[src/rtl/mudi_issue.sv]
// mudi_issue: E-stage issue register and D-stage interlock for the multiply/divide unit.
// Latency: D to E is one cycle; start/We are combinational from the E register and last one cycle.
// Backpressure: stall_D freezes D while an op is being issued or the unit reports buzy; stall_other/exp_in insert bubbles.
//
// Ports:
//   Clk, Reset                 clock and synchronous active-high reset
//   D_valid, D_MuDiOp          multiply/divide-class instruction waiting in D and its op
//   D_rs, D_rt                 forwarded operands of that instruction
//   stall_other                hazard unit freezes D for a reason unrelated to this unit
//   exp_in                     exception/flush, also seen by the multiply/divide unit
//   buzy                       multiply/divide unit is computing
//   MuDiOp, A, B, Din          E-stage op and operands presented to the unit (Din mirrors A)
//   start, We                  E op is mult/multu/div/divu, or mthi/mtlo
//   stall_D                    freeze D and PC, bubble into E
//   stall_cnt                  free-running count of stall_D cycles (wraps)

// Op encodings normally come from header.v; these fallbacks keep the file
// self-contained. A bubble shares the mult code: the unit only acts on start
// and We, and both are gated by the E valid bit, so the alias is harmless.
`ifndef MUDI_MULT
`define MUDI_MULT  3'd0
`endif
`ifndef MUDI_MULTU
`define MUDI_MULTU 3'd1
`endif
`ifndef MUDI_DIV
`define MUDI_DIV   3'd2
`endif
`ifndef MUDI_DIVU
`define MUDI_DIVU  3'd3
`endif
`ifndef MUDI_MTHI
`define MUDI_MTHI  3'd4
`endif
`ifndef MUDI_MTLO
`define MUDI_MTLO  3'd5
`endif
`ifndef MUDI_MFHI
`define MUDI_MFHI  3'd6
`endif
`ifndef MUDI_MFLO
`define MUDI_MFLO  3'd7
`endif
`ifndef MUDI_NONE
`define MUDI_NONE  3'd0
`endif

module mudi_issue (
  input  logic        Clk,
  input  logic        Reset,
  input  logic        D_valid,
  input  logic [2:0]  D_MuDiOp,
  input  logic [31:0] D_rs,
  input  logic [31:0] D_rt,
  input  logic        stall_other,
  input  logic        exp_in,
  input  logic        buzy,
  output logic [2:0]  MuDiOp,
  output logic [31:0] A,
  output logic [31:0] B,
  output logic [31:0] Din,
  output logic        start,
  output logic        We,
  output logic        stall_D,
  output logic [31:0] stall_cnt
);

  typedef enum logic [1:0] {
    S_IDLE   = 2'd0,
    S_ISSUED = 2'd1,
    S_BUSY   = 2'd2
  } state_e;

  state_e      state_q, state_d;
  logic        e_valid_q, e_valid_d;
  logic [2:0]  op_q, op_d;
  logic [31:0] a_q, a_d;
  logic [31:0] b_q, b_d;
  logic [31:0] cnt_q, cnt_d;
  logic        is_md, is_mt, occupied;

  assign is_md = (op_q == `MUDI_MULT) || (op_q == `MUDI_MULTU) ||
                 (op_q == `MUDI_DIV)  || (op_q == `MUDI_DIVU);
  assign is_mt = (op_q == `MUDI_MTHI) || (op_q == `MUDI_MTLO);

  assign MuDiOp    = op_q;
  assign A         = a_q;
  assign B         = b_q;
  assign Din       = a_q;
  assign start     = e_valid_q & is_md;
  assign We        = e_valid_q & is_mt;
  assign stall_cnt = cnt_q;

  // The tracker state lags buzy by one edge, so its contribution is qualified
  // by the live buzy: otherwise the cycle after the unit drops buzy (or the
  // cycle after a divide-by-zero start) would stall D for no reason.
  assign occupied = start | buzy | ((state_q != S_IDLE) & buzy);
  assign stall_D  = D_valid & ~exp_in & occupied;

  always_comb begin
    state_d   = state_q;
    e_valid_d = e_valid_q;
    op_d      = op_q;
    a_d       = a_q;
    b_d       = b_q;
    cnt_d     = cnt_q;

    // E register: flush, bubble while D is held, otherwise take D.
    if (exp_in || stall_D || stall_other) begin
      e_valid_d = 1'b0;
      op_d      = `MUDI_NONE;
      a_d       = 32'd0;
      b_d       = 32'd0;
    end else begin
      e_valid_d = D_valid;
      op_d      = D_valid ? D_MuDiOp : `MUDI_NONE;
      a_d       = D_rs;
      b_d       = D_rt;
    end

    // Occupancy tracker: ISSUED is the cycle where the unit first reacts to
    // start; buzy=0 there means it declined (divide by zero).
    case (state_q)
      S_IDLE:   if (start) state_d = S_ISSUED;
      S_ISSUED: state_d = buzy ? S_BUSY : S_IDLE;
      S_BUSY:   if (!buzy) state_d = S_IDLE;
      default:  state_d = S_IDLE;
    endcase
    // The unit aborts its op on exp_in, so nothing is left in flight.
    if (exp_in) state_d = S_IDLE;

    if (stall_D) cnt_d = cnt_q + 32'd1;
  end

  always_ff @(posedge Clk) begin
    if (Reset) begin
      state_q   <= S_IDLE;
      e_valid_q <= 1'b0;
      op_q      <= `MUDI_NONE;
      a_q       <= 32'd0;
      b_q       <= 32'd0;
      cnt_q     <= 32'd0;
    end else begin
      state_q   <= state_d;
      e_valid_q <= e_valid_d;
      op_q      <= op_d;
      a_q       <= a_d;
      b_q       <= b_d;
      cnt_q     <= cnt_d;
    end
  end

endmodule
[config.mk]
export PLATFORM = sky130hd
export DESIGN_NAME = mudi_issue
export DESIGN_NICKNAME = d
export VERILOG_FILES = /design/src/rtl/mudi_issue.sv
export SDC_FILE = /design/constraint.sdc
export NUM_CORES = 1
export LEC_CHECK = 0
export CAP_MARGIN = 20
export CORE_UTILIZATION = 29
export CTS_BUF_LIST = sky130_fd_sc_hd__clkbuf_4
export CTS_CLUSTER_DIAMETER = 100
export DETAILED_ROUTE_END_ITERATION = 16
export GPL_ROUTABILITY_DRIVEN = 1
export GPL_TIMING_DRIVEN = 0
export PLACE_DENSITY = 0.72
export SYNTH_ARGS = -nofsm -noshare
export SYNTH_HDL_FRONTEND = slang
export SYNTH_SLANG_ARGS = --single-unit
[constraint.sdc]
create_clock -name Clk -period 4.6 [get_ports Clk]
set_clock_uncertainty 0.1 [all_clocks]
set_input_delay 0.92 -clock Clk [delete_from_list [all_inputs] [get_ports Clk]]
set_output_delay 0.92 -clock Clk [all_outputs]
set_load 0.02 [all_outputs]
# Yosys cells after proc, flatten, opt, wreduce, memory -nomap -nowiden
# Cells that the tools add are included.
[classes]
n_addsub = 1
eq_ne = 9
n_mux = 4
n_bitwise = 9
n_reduce_logical = 13
[op_table]
columns = ["cell", "count"]
rows = [
  ["$add 32x1->32 const B", 1],
  ["$eq 3x2->1 const B", 2],
  ["$eq 3x3->1 const B", 2],
  ["$logic_or 1x1->1", 6],
  ["$mux 2", 3],
  ["$pmux 2 s3", 1],
  ["$and 1x1->1", 5],
  ["$ne 2x2->1 const B", 2],
  ["$reduce_or 2->1", 2],
  ["$eq 3x1->1 const B", 1],
  ["$logic_not 3->1", 1],
  ["$reduce_or 3->1", 1],
  ["$eq 2x1->1 const B", 1],
  ["$eq 2x2->1 const B", 1],
  ["$logic_not 2->1", 1],
  ["$not 1->1", 2],
  ["$or 1x1->1", 2],
  ["$reduce_and 2->1", 1],
  ["$reduce_bool 2->1", 1],
]
[word_totals]
regBits = 102
out_inout_bits = 134
wordCells = 42

# Depth between registers and ports, before layout
# Gate-level depths: netlist of the first run.
[logic_depth]
ltp_word = 11
ltp_mapped = 7
depth_no_buf = 5

# Worst setup path before layout of the first run
# Ideal clock, no wire load.
[synth_path]
kind = "in2reg"
startpoint = "input exp_in"
endpoint = "register cnt_q[13], in the netlist stall_cnt[13]"
setup_ns = 0.070
t_arrival_ns = 2.199
slack_ns = 2.231
path_stages = 4
cell_sequence = "and4b_1 o2111ai_1 or4_2 a21oi_1"
[synth_between]
elab_chain_cells = 3
[synth_lines]
columns = ["element", "line_no", "source"]
rows = [
  ["start, declared", "56", "input logic exp_in,"],
  ["$not 1->1", "98", "assign stall_D = D_valid & ~exp_in & occupied;"],
  ["$and 1x1->1 (2 in a row)", "98", ""],
  ["end signal, assigned", "149", "cnt_q <= cnt_d;"],
  ["end, declared", "79", "logic [31:0] cnt_q, cnt_d;"],
]
# Every way passes these cells.
# A chain may end at the register's enable or synchronous reset.

# Worst setup path in the final report of the first run
[layout_path]
startpoint = "input D_valid"
endpoint = "output stall_D"
[layout_between]
elab_chain_cells = 2
[layout_lines]
columns = ["element", "line_no", "source"]
rows = [
  ["start, declared", "51", "input logic D_valid,"],
  ["$and 1x1->1 (2 in a row)", "98", ""],
  ["end, declared", "64", "output logic stall_D,"],
]
# Every way passes these cells.

==> results.md, run 1 <==
- Synth area leaders: dfxtp_1, and2_1, buf_4
- GR Util met1: between 10% and 20%
- CTS max path bufs: 2
- Starting Density: a little over 30%
- Synthesized area per cell: 10.1 µm²
- Final core utilization: 50.2%
- Synth area leader: dfxtp_1
- Power Density: 260 nW/µm²
- Crit-path cells: clkdlybuf4s50_1 > nor2b_1 > o21ai_1 > inv_1 > clkdlybuf4s50_1
- Root Driver: clkbuf_4
- Hold WC Path Type: flop to flop
- Critical path buffers and inverters: 3
- Vias in the first global route: around 3100
- Critical path type: input pin to primary output
- Final TNS setup: 0 ns
- Met3 Track Usage GR: under 10%
- Clock transition at the registers of the reported paths: about 0.15 ns
- Cells after Synth: roughly 370
- Largest net degree at the start of global routing: 18
- Count of cell types in the netlist: 40
- Leak pwr: 2.30 nW
- Sequential fraction of the synthesis area: 54.2%
- Met2 usage: a little over a quarter
- Startpoint Class: input pin
- Max Cap Viol: 0
- Fmax: about 280 MHz
- DR pass1 iterations: 4
- WP data required: 3.58 ns
- Clk Latency, worst-skew pair: roughly 0.44 ns
- First-pass GRT wire length: approximately 16 mm
- Die H: between 100 and 150 µm
- CP most frequent cell: clkdlybuf4s50_1
- Die area: about 13000 µm²
- Outcome: finished clean
- Slew Viols, Final: 0
- Global placement routability congestion: roughly 0.76
- Core area: roughly 12000 µm²
- Routed Antenna Nets: 0
- Filler cell count: between 1000 and 1500
- Row cnt: 40
- CTS sink cnt: 100
- Setup bufs post-CTS: 0
- Max Fanout on Critical Path: 7
- H-tree Lvls: 3
- Routed wire length per instance: 13.9 µm
- Min Hold Slack: between 0.4 and 0.5 ns
- Share of layout cells above drive strength 1: between 10% and 20%
- CTS resizes: 0
- Hold buffers post-CTS: 0
- Post-route DRC violation count: 0
- Worst-Margin Slew: 0.731 ns
- Fin. Hold Viols: 0
- Tmin final: 3.56 ns
- Vias per cell: around 4.4
- Synth Cell Area: about 3700 µm²
- Synth top area share: ~54%
- DR vias: roughly 3300
- Top Usage Layer GRT: met2
- CTS tree: yes
- RSZ-0062 raised after global routing: no
- CP top delay family: buffers and inverters
- Final wirelength: around 11 mm
- Synth Register Bits: 100
- Synth Warn #: 0
- Final #Nets: 656
- Crit end category: primary output
- Area grow syn2layout: 65.8%
- CP peak stage delay: between 0.6 and 0.7 ns
- Antenna violations before repair: 1
- Max IR drop VDD: around 0.15 mV
- # port buffers: slightly above 200
- CTS Buf Count: 9
- Syn_nets: 440
- Rel. slew slack: 51.1%
- Final setup vio count: 0
- HPWL after detailed placement: between 8 and 9 mm
- Crit path DAT: ~2.5 ns
- Grt total ovfl: 0
- Iteration-0 DRC count of the detailed router: between 90 and 100
- Period utilization: between 70% and 80%
- Tot GR Track Use: approximately 16%
- Die X: about 110 µm
- CP max stage cell: clkdlybuf4s50_1
- IO Count: around 210
cells by family (layout without fill, tap and decap cells):
logic type | count (synthesis) | in the layout | share of synthesized area, %
simple gates | 145 | 145 | 24.5
compound gates | 54 | 54 | 8.91
other cells | 0 | 1 | 0
xor+xnor | 7 | 7 | 1.66
fa+ha+maj | 1 | 1 | 0.339
mux | 3 | 3 | 0.914
flops | 100 | 100 | 54.2
buf+inv | 56 | 277 | 9.48
metrics by stage:
stage | total power, mW | std cells | worst slack, ns | cell area [µm²]
final | 1.59 | 756 | 1.04 | 6120
after global routing | 1.66 | 756 | 0.988 | 6120
after CTS | 1.61 | 755 | 0.994 | 6120
after detailed placement | 1.09 | 739 | 1.00 | 5960
after global placement | 1.08 | 739 | 1.04 | 5960
after floorplan | 0.971 | 366 | 2.23 | 3690
cells in the mapped netlist, drive strengths merged:
library cell / instances
dfxtp: 100
and2: 66
buf: 37
a21oi: 22
clkbuf: 14
or4: 14
o31ai: 12
nor2: 11
o21ai: 11
nand2: 10
nand3: 9
and3: 8
or3: 8
xor2: 5
inv: 4
nand4: 4
nor2b: 4
o2111ai: 4
o211ai: 4
mux2: 3
and3b: 2
nor3: 2
nor4: 2
xnor2: 2
and2b: 1
and4: 1
and4b: 1
dlygate4sd1: 1
ha: 1
o41ai: 1
or2: 1
or4b: 1
tightest hold or removal path: stages, from the launching register on:
cell and delay (ns):
dfxtp_1 0.36, o31ai_1 0.07, a21oi_1 0.06
path summary, 6_finish.rpt:
path	startpoint	endpoint	slack [ns]	depth (start not counted)
worst max-delay path	D_valid	stall_D	1.04	5
worst min register to register	stall_cnt[19]	stall_cnt[19]	0.41	2
worst min-delay path	stall_cnt[19]	stall_cnt[19]	0.41	2
worst max register to register	MuDiOp[2]	B[17]	2.19	7
routing by layer:
| layer | vias up | part of all wire (%) |
|---|---|---|
| met2 | 137 | 50 |
| met1 | 1489 | 40 |
| met5 | - | 0 |
| met3 | 15 | 7.4 |
| met4 | 0 | 2.3 |
| li1 | 1657 | - |
power breakdown:
group	leakage (nW)	internal (mW)	switching, mW
Combinational	1.40	0.110	0.0660
Sequential	0.810	0.882	0.00692
Clock	0.0850	0.225	0.301
Total	2.30	1.22	0.374
cell type report:
type                    count  area (µm²)  share of cell area (%)
flip-flops and latches    100        2000                    32.7
plain buffers              52         335                    5.47
clock buffers               9        67.6                    1.10
clock inverters             7        97.6                    1.59
diodes                      1        2.50                  0.0409
multi-input cells         210        1340                    21.9
well taps                 168         210                    3.43
repair buffers            205        2050                    33.5
inverters                   4        15.0                   0.245
registers in the layout (all words and copies together) (netlist names):
| name | count |
|---|---|
| MuDiOp | 3 |
| stall_cnt | 32 |
| B | 32 |
| e_valid_q | 1 |
| A | 32 |
placed cells by master, fill, tap and decap left out, types with 3 or more instances in the layout:
cell / Yosys / layout
and3_1: 6 / 6
o211ai_1: 4 / 4
o2111ai_1: 4 / 4
or3_1: 8 / 8
clkbuf_1: 13 / 13
o31ai_1: 12 / 12
xor2_1: 5 / 5
clkdlybuf4s50_1: 0 / 205
buf_4: 32 / 32
nand3_1: 9 / 9
inv_6: 0 / 3
inv_1: 4 / 4
dfxtp_1: 100 / 100
buf_2: 4 / 4
clkbuf_4: 0 / 9
mux2_2: 3 / 3
o21ai_0: 9 / 9
nand2_1: 10 / 10
nor2_1: 11 / 11
or4_1: 12 / 12
and2_1: 66 / 66
nand4_2: 3 / 3
a21oi_1: 22 / 22
nor2b_1: 4 / 4
Power figures use the tool's default switching activity.
==> run 2: changes to the inputs <==
--- a/config.mk
+++ b/config.mk
@@ -12,7 +12,7 @@
 export DETAILED_ROUTE_END_ITERATION = 16
 export GPL_ROUTABILITY_DRIVEN = 1
 export GPL_TIMING_DRIVEN = 0
-export PLACE_DENSITY = 0.72
+export PLACE_DENSITY = 0.75
 export SYNTH_ARGS = -nofsm -noshare
 export SYNTH_HDL_FRONTEND = slang
 export SYNTH_SLANG_ARGS = --single-unit
==> constraint.sdc (replaced) <==
create_clock -name Clk -period 3.2 [get_ports Clk]
set_clock_uncertainty 0.1 [all_clocks]
set_input_delay 0.64 -clock Clk [delete_from_list [all_inputs] [get_ports Clk]]
set_output_delay 0.64 -clock Clk [all_outputs]
set_load 0.02 [all_outputs]
==> results.md, run 2 (same netlist as run 1, synthesis figures left out) <==
- Outcome: finished clean (unchanged)
- FF/Latch Area: 2000 µm² (unchanged)
- Tmin final: between 2 and 3 ns
- Max Cap Viol: 0 (unchanged)
- Crit end category: primary output (unchanged)
- Die H: 115 µm (unchanged)
- Core area: 12200 µm² (unchanged)
- Clk Latency, worst-skew pair: 0.47 ns (was 0.44 ns)
- H-tree Lvls: 3 (unchanged)
- CTS resizes: 0 (unchanged)
- Filler cell count: 1167 (was 1185)
- Largest net degree at the start of global routing: 17 (was 18)
- Critical path type: input pin to primary output (unchanged)
- Clock transition at the registers of the reported paths: 0.15 ns (about the same)
- Post-route DRC violation count: 0 (unchanged)
- Antenna violations before repair: 1 (unchanged)
- CTS Buf Count: 9 (unchanged)
- Final #Nets: 656 (unchanged)
- Hold path depth: 2 (unchanged)
- Most frequent cells in the layout: clkdlybuf4s50_1, dfxtp_1, and2_1, buf_4, a21oi_1 (unchanged)
- Slew Viols, Final: 0 (unchanged)
- Placed instance area: 5960 µm² (unchanged)
- Power Density: 362 nW/µm² (was 260 nW/µm²)
- Area grow syn2layout: 65.0% (was 65.8%)
- Routed wire length per instance: 13.9 µm (about the same)
- Fin. Hold Viols: 0 (unchanged)
- Starting Density: 30.3% (unchanged)
- Most common cell after layout, fill and taps aside: clkdlybuf4s50_1 (unchanged)
- Die X: 115 µm (unchanged)
- Finished layout cell area: 6100 µm² (was 6120 µm²)
- Hold buffers post-CTS: 0 (unchanged)
- IO Count: 207 (unchanged)
- CTS max path bufs: 2 (unchanged)
- Worst r2r path cells: 7 (unchanged)
- Vias in the first global route: 3090 (was 3094)
- First-pass GRT wire length: 15.7 mm (was 15.8 mm)
- RSZ-0062 raised after global routing: no (unchanged)
- CTS tree: yes (unchanged)
- # port buffers: 205 (unchanged)
- Global placement routability congestion: 0.752 (was 0.756)
- Leak pwr: 2.28 nW (was 2.30 nW)
- Fmax: ~340 MHz
- Rel. slew slack: 53.0% (was 51.1%)
- Final wirelength: 10.5 mm (about the same)
- Vias per cell: 4.42 (was 4.36)
- Hold WC Path Type: flop to flop (unchanged)
- DR vias: 3341 (was 3298)
- Min Hold Slack: 0.396 ns (was 0.411 ns)
- Multi-input gate area: 1340 µm² (unchanged)
- Iteration-0 DRC count of the detailed router: 194 (was 97)
- Die area: 13200 µm² (unchanged)
- Startpoint Class: input pin (unchanged)
- CTS sink cnt: 100 (unchanged)
- HPWL after detailed placement: 8.21 mm (was 8.28 mm)
- Root Driver: clkbuf_4 (unchanged)
- Setup bufs post-CTS: 0 (unchanged)
- Max Fanout on Critical Path: 7 (unchanged)
- Final setup vio count: 0 (unchanged)
- Final TNS setup: 0 ns (unchanged)
- Period utilization: between 90% and 100%
- Grt total ovfl: 0 (unchanged)
- Max IR drop VDD: 0.238 mV (was 0.149 mV)
- Routed Antenna Nets: 0 (unchanged)
- Row cnt: 40 (unchanged)
- Share of layout cells above drive strength 1: 11.1% (unchanged)
- WP data required: 2.46 ns (was 3.58 ns)
- Tot GR Track Use: 15.6% (about the same)
- Crit path DAT: 2.23 ns (was 2.54 ns)
- Worst-Margin Slew: 0.701 ns (was 0.731 ns)
- DR pass1 iterations: 4 (unchanged)
[run 2: worst max-delay path, stage by stage]
cell,delay [ns]
clkdlybuf4s50_1,0.56
nor2b_1,0.15
o21ai_1,0.08
inv_1,0.17
clkdlybuf4s50_1,0.64
[run 2: worst paths after layout]
kind	startpoint	end	slack [ns]
worst max-delay path	D_valid	stall_D	0.23
worst min-delay path	stall_cnt[31]	stall_cnt[31]	0.40
worst max register to register	MuDiOp[2]	B[20]	0.79
worst min register to register	stall_cnt[31]	stall_cnt[31]	0.40
[run 2: through the flow]
step	utilization [%]	power (mW)	cells	setup slack [ns]
3_5_place_dp	48.8	1.56	739	0.0566
2_1_floorplan	-	1.40	366	1.08
4_1_cts	49.9	2.24	755	0.191
6_report	49.9	2.21	756	0.225
5_1_grt	49.9	2.30	756	0.0987
3_3_place_gp	48.8	1.56	739	0.0312
[run 2: layout make-up]
cell class	count	area share (%)
clock inverter	6	1.03
antenna	1	0.0410
tap	168	3.45
buffer	52	5.50
clock buffer	10	1.23
inverter	4	0.246
sequential	100	32.8
timing repair buffer	205	33.7
multi-input combinational	210	22.0
[run 2: power by group]
| group | switching, mW | leakage, nW | internal, mW |
|---|---|---|---|
| clock | 0.429 | 0.0704 | 0.246 |
| sequential | 0.00993 | 0.810 | 1.27 |
| combinational | 0.0965 | 1.40 | 0.158 |
| total | 0.535 | 2.28 | 1.67 |
[run 2: metal layers]
metal	vias to the layer above	share of wire [%]	track usage, %
li1	1653	-	-
met1	1538	42	18.0
met2	134	49	26.2
met3	16	7.5	4.74
met4	0	2.1	7.97
met5	-	0	0
==> run 3: changes to the inputs <==
--- a/config.mk
+++ b/config.mk
@@ -12,7 +12,7 @@
 export DETAILED_ROUTE_END_ITERATION = 16
 export GPL_ROUTABILITY_DRIVEN = 1
 export GPL_TIMING_DRIVEN = 0
-export PLACE_DENSITY = 0.75
+export PLACE_DENSITY = 0.72
 export SYNTH_ARGS = -nofsm -noshare
 export SYNTH_HDL_FRONTEND = slang
 export SYNTH_SLANG_ARGS = --single-unit
==> constraint.sdc (replaced) <==
create_clock -name Clk -period 3.7 [get_ports Clk]
set_clock_uncertainty 0.1 [all_clocks]
set_input_delay 0.74 -clock Clk [delete_from_list [all_inputs] [get_ports Clk]]
set_output_delay 0.74 -clock Clk [all_outputs]
set_load 0.02 [all_outputs]
==> results of run 3 <==
Same layout as run 1 (identical final DEF). Status: finished clean.
Among the figures that moved: setup slack after placement 1.00 ns -> 0.461 ns; setup slack after layout 1.04 ns -> 0.496 ns; register-to-register setup slack 2.19 ns -> 1.29 ns; total power 1.59 mW -> 1.98 mW; worst IR drop on VDD 0.149 mV -> 0.185 mV
